$ cat src/rtl/trace_output_buffer.sv
// Trace record FIFO between the tracer and the trace consumer, with drop accounting.
// Optional end-of-program stop detection is enabled by defining TRACE_STOP_ADDR_EN.
module trace_output_buffer #(
    parameter int unsigned DEPTH     = 16,
    parameter int unsigned DATA_W    = 64,
    parameter logic [31:0] STOP_ADDR = 32'h54
) (
    input  logic                          clk,
    input  logic                          rst_n,
    input  logic                          clear_i,
    input  logic                          capture_en_i,
    input  logic                          trace_valid_i,
    input  logic [31:0]                   trace_addr_i,
    input  logic [DATA_W-1:0]             trace_data_i,
    output logic                          out_valid_o,
    input  logic                          out_ready_i,
    output logic [32+DATA_W-1:0]          out_data_o,
    output logic [$clog2(DEPTH):0]        level_o,
    output logic                          overflow_o,
    output logic [15:0]                   drop_count_o,
    output logic                          done_o
);

    localparam int unsigned AW    = $clog2(DEPTH);
    localparam int unsigned PTR_W = AW + 1;
    localparam int unsigned ENT_W = 32 + DATA_W;

    logic [ENT_W-1:0] mem [DEPTH];
    logic [PTR_W-1:0] wr_ptr_q;
    logic [PTR_W-1:0] rd_ptr_q;
    logic [PTR_W-1:0] level_q;
    logic [PTR_W-1:0] level_next;
    logic             valid_q;
    logic             overflow_q;
    logic [15:0]      drop_count_q;

    logic full_c;
    logic capture_c;
    logic cand_c;
    logic push_c;
    logic pop_c;
    logic drop_c;

    // Pointers carry one extra wrap bit so full and empty are distinguishable.
    assign full_c    = (wr_ptr_q[AW] != rd_ptr_q[AW]) &&
                       (wr_ptr_q[AW-1:0] == rd_ptr_q[AW-1:0]);
    assign cand_c    = trace_valid_i && capture_en_i && capture_c;
    assign pop_c     = valid_q && out_ready_i;
    assign push_c    = cand_c && (!full_c || pop_c);
    assign drop_c    = cand_c && full_c && !pop_c;

    always_comb begin
        level_next = level_q;
        if (push_c && !pop_c) begin
            level_next = level_q + PTR_W'(1);
        end else if (pop_c && !push_c) begin
            level_next = level_q - PTR_W'(1);
        end
    end

    // Storage is written only; never reset.
    always_ff @(posedge clk) begin
        if (push_c && !clear_i) begin
            mem[wr_ptr_q[AW-1:0]] <= {trace_addr_i, trace_data_i};
        end
    end

    always_ff @(posedge clk or negedge rst_n) begin
        if (!rst_n) begin
            wr_ptr_q     <= '0;
            rd_ptr_q     <= '0;
            level_q      <= '0;
            valid_q      <= 1'b0;
            overflow_q   <= 1'b0;
            drop_count_q <= '0;
        end else if (clear_i) begin
            wr_ptr_q     <= '0;
            rd_ptr_q     <= '0;
            level_q      <= '0;
            valid_q      <= 1'b0;
            overflow_q   <= 1'b0;
            drop_count_q <= '0;
        end else begin
            if (push_c) begin
                wr_ptr_q <= wr_ptr_q + PTR_W'(1);
            end
            if (pop_c) begin
                rd_ptr_q <= rd_ptr_q + PTR_W'(1);
            end
            level_q <= level_next;
            valid_q <= (level_next != '0);
            if (drop_c) begin
                overflow_q <= 1'b1;
                if (drop_count_q != 16'hFFFF) begin
                    drop_count_q <= drop_count_q + 16'd1;
                end
            end
        end
    end

`ifdef TRACE_STOP_ADDR_EN
    typedef enum logic [1:0] {CAPTURE, DRAIN, DONE} state_t;

    state_t state_q;
    logic   done_q;

    // A stop-address record ends capture whether it was stored or dropped.
    always_ff @(posedge clk or negedge rst_n) begin
        if (!rst_n) begin
            state_q <= CAPTURE;
            done_q  <= 1'b0;
        end else if (clear_i) begin
            state_q <= CAPTURE;
            done_q  <= 1'b0;
        end else begin
            case (state_q)
                CAPTURE: begin
                    if (cand_c && (trace_addr_i == STOP_ADDR)) begin
                        state_q <= DRAIN;
                    end
                end
                DRAIN: begin
                    if (level_next == '0) begin
                        state_q <= DONE;
                        done_q  <= 1'b1;
                    end
                end
                DONE: begin
                    state_q <= DONE;
                end
                default: begin
                    state_q <= CAPTURE;
                    done_q  <= 1'b0;
                end
            endcase
        end
    end

    assign capture_c = (state_q == CAPTURE);
    assign done_o    = done_q;
`else
    logic unused_stop_addr;

    assign unused_stop_addr = ^STOP_ADDR;
    assign capture_c        = 1'b1;
    assign done_o           = 1'b0;
`endif

    assign out_valid_o  = valid_q;
    assign out_data_o   = mem[rd_ptr_q[AW-1:0]];
    assign level_o      = level_q;
    assign overflow_o   = overflow_q;
    assign drop_count_o = drop_count_q;

endmodule

$ cat config.mk
export PLATFORM = sky130hd
export DESIGN_NAME = trace_output_buffer
export DESIGN_NICKNAME = d
export VERILOG_FILES = /design/src/rtl/trace_output_buffer.sv
export SDC_FILE = /design/constraint.sdc
export NUM_CORES = 1
export LEC_CHECK = 0
export ABC_AREA = 1
export BUFFER_PORTS_ARGS = -buffer_cell sky130_fd_sc_hd__clkbuf_2
export CAP_MARGIN = 20
export CORE_MARGIN = 4
export CORE_UTILIZATION = 41
export DETAILED_ROUTE_END_ITERATION = 7
export PLACE_DENSITY = 0.68
export SYNTH_ARGS = -nofsm -noshare
export SYNTH_HDL_FRONTEND = slang
export SYNTH_SLANG_ARGS = --single-unit
$ cat constraint.sdc
create_clock -name clk -period 18 [get_ports clk]
set_input_delay 1.8 -clock clk [delete_from_list [all_inputs] [get_ports clk]]
set_output_delay 1.8 -clock clk [all_outputs]
set_load 0.005 [all_outputs]
==> flow_summary.yaml <==
logic_synthesis:
  yosysSeqAreaShare_pct: 77.18
  ys_seq_elements: 1569
  synth.distinct_cells: 32
  postSynthAreaPerCell_sq_um: 13.66
  synth_xor_xnor_area_share_pct: 0.1728
  synth_nets: 4563
  yosys.area.top_type: "edfxtp_1"
  synth_area_leaders: "edfxtp_1, o21ai_0, nor2_1"
  synth_compound_area_share_pct: 11.64
  synth_top_family_by_area: "compound AO/OA/AOI/OAI gates"
  synth_mux_area_share_pct: 0
  yosys.area.top_type_share_pct: 75.82
  yosys_warnings: 0
  postSynthCellCount: 4453
  synthAdderAreaFrac_pct: 0.1645
  syn_area_sq_um: 60830
  yosys.area_share.simple_pct: 8.455
die:
  chipHeight_um: 393.2
  dieArea_sq_um: 154600
  start_util_pct: 41.20
  pin_count: 222
  die_w_um: 393.2
  core_region_area_sq_um: 147700
  rows: 141
run_status:
  status: "complete, no violations"
sta:
  grt_setup_unrepaired: "false"
  min_period_ns: 6.554
  setup_violations: 0
  setup-tns-final_ns: 0
  worst_pin_slew_ns: 1.230
  maxSlewHeadroom_pct: 17.99
  skew_ns: 0.02698
  slew_violations: 0
  finalCritPeriodShare_pct: 36.41
  hold_violations: 0
  fin_ws_ns: 11.45
  max_freq_mhz: 152.6
power:
  powerDensity_nw_per_um2: 122.2
  ir_worst_vdd_uv: 95.52
  p_leak_uw: 0.02222
critical_path:
  reg2reg_slack_ns: 12.40
  cp-end-kind: "output port"
  worstReg2RegEnd: "mem[13][78]"
  worstPathArrival_ns: 4.75
  crit_type: "reg2out"
  critPathMaxFanout: 149
  crit_start: "rd_ptr_q[1]"
  crit_end: "out_data_o[82]"
  r2r_cells: 12
  critPathRequiredTime_ns: 16.20
  startpoint_type: "register"
  r2r_start: "rd_ptr_q[2]"
global_route:
  overflow: 0
  grt_pass1_wl_um: 238400
  grt_max_degree: 237
  grt_pass1_vias: 36140
  antenna_found_initial: 25
  track_usage_pct: 20.63
place:
  place_inst: 6348
  dp_hpwl_um: 79270
  gp_congestion: 0.7614
  io_buffers: 220
  dpl_cell_area_sq_um: 63740
  place_ws_ns: 12.30
min_path:
  hp-class: "reg2reg"
route:
  dr.pass1.iters: 5
  drt-initial-drc-count: 4820
  avgRoutedWirePerCell_um: 24.50
  vias: 38280
  wl_um: 162800
  drc: 0
  final_antenna_net_count: 0
  viasPerCell: 5.761
clock_tree:
  cts.clk_slew.worst_paths_ns: 0.06
  cts-root-buf: "clkbuf_16"
  cts.sinks: 1569
  cts_max_path_buffers: 3
  insertion_delay_ns: 0.81
  cts_hold_buf: 0
  cts_buffers: 157
  htree_levels: 4
  post_cts_buffers: 0
  cts_resized: 0
  cts_tree: "done"
finish:
  drive_above_1_share_pct: 11.42
  layout_common_cells: "edfxtp_1, nor2_1, o21ai_0"
  syn_to_final_growth_pct: 13.18
  final_area_sq_um: 68850
  final_core_util_pct: 46.63
  final_nets: 4687
  fin_cells: 6645
  final_common_cell: "edfxtp_1"
  fillers: 12660
job:
  cap_violations: 0
## flip-flops by register name, summed over array words and instances, names as in the netlist
signal	cells
mem	1536
overflow_o	1
out_valid_o	1
rd_ptr_q	5
drop_count_o	16
level_o	5
wr_ptr_q	5
## worst min-delay path by stage
stage | start | end | slack, ns | cells past startpoint
5_1_grt | drop_count_o[0] | drop_count_o[0] | 0.59 | 1
3_3_place_gp | overflow_o | overflow_o | 0.51 | 2
2_1_floorplan | overflow_o | overflow_o | 0.49 | 2
4_1_cts | overflow_o | overflow_o | 0.53 | 2
3_5_place_dp | overflow_o | overflow_o | 0.52 | 2
6_report | overflow_o | overflow_o | 0.53 | 2
## synth_stat cells
library cell	n
nand3_4	1
inv_4	1
buf_2	61
buf_4	6
o221ai_1	158
o21ai_0	785
o31ai_1	1
inv_1	36
nand2_1	265
clkinv_1	1
clkbuf_1	236
buf_1	11
nand4_1	7
a211oi_1	1
nor2_4	1
a21oi_1	14
inv_2	4
o21a_1	1
o211ai_1	35
xor2_1	12
conb_1	1
nor2_2	5
nor3_1	14
dfrtp_1	33
edfxtp_1	1536
nand3_1	184
nor3_2	1
ha_1	8
buf_6	1
nor2_1	805
nand2_4	2
o22ai_1	226
## area by class of cell
type	count	area [sq um]	area share, %
clock inverter	91	973.4	1.414
inverter	42	185.2	0.2689
multi-input combinational	2527	12550	18.23
timing repair buffer	280	1627	2.362
antenna	14	35.03	0.05088
tap	1930	2415	3.507
sequential	1569	46960	68.20
clock buffer	192	4103	5.959
## through the flow
step           power (uW)  hold WS (ns)
2_1_floorplan        4840        0.4906
3_3_place_gp         5263        0.5052
3_5_place_dp         5279        0.5180
4_1_cts              8464        0.5314
5_1_grt              8737        0.5945
6_report             8412        0.5253
## cells by family after synthesis
logic type | count (synthesis)
flops | 1569
buf+inv | 357
simple gates | 1285
fa+ha+maj | 8
xor+xnor | 12
other cells | 1
compound gates | 1221
## report_power, final
part	switching, uW	internal (uW)	total [uW]
sequential	26.2	4030	4050
combinational	815	337	1150
clock	1390	1810	3210
total	2240	6180	8410
## per-layer routing
| metal | GRT usage [%] | part of all wire, % | routed length [um] | vias to the layer above |
|---|---|---|---|---|
| li1 | - | - | - | 17050 |
| met1 | 28.52 | 41 | 66970 | 19280 |
| met2 | 33.12 | 48 | 77820 | 1654 |
| met3 | 4.236 | 8.5 | 13830 | 281 |
| met4 | 6.175 | 2.5 | 4092 | 12 |
| met5 | 0 | 0.043 | 70 | - |
## critical path, cell delays in order, from the launching register on
cell	delay, ns
dfrtp_4	0.64
clkinv_8	0.46
buf_4	0.87
buf_4	0.75
o21ai_0	0.23
o221ai_1	0.22
o211ai_1	0.14
nand3_1	0.22
clkbuf_2	0.16
No activity file was read; power rests on OpenSTA's default activity.
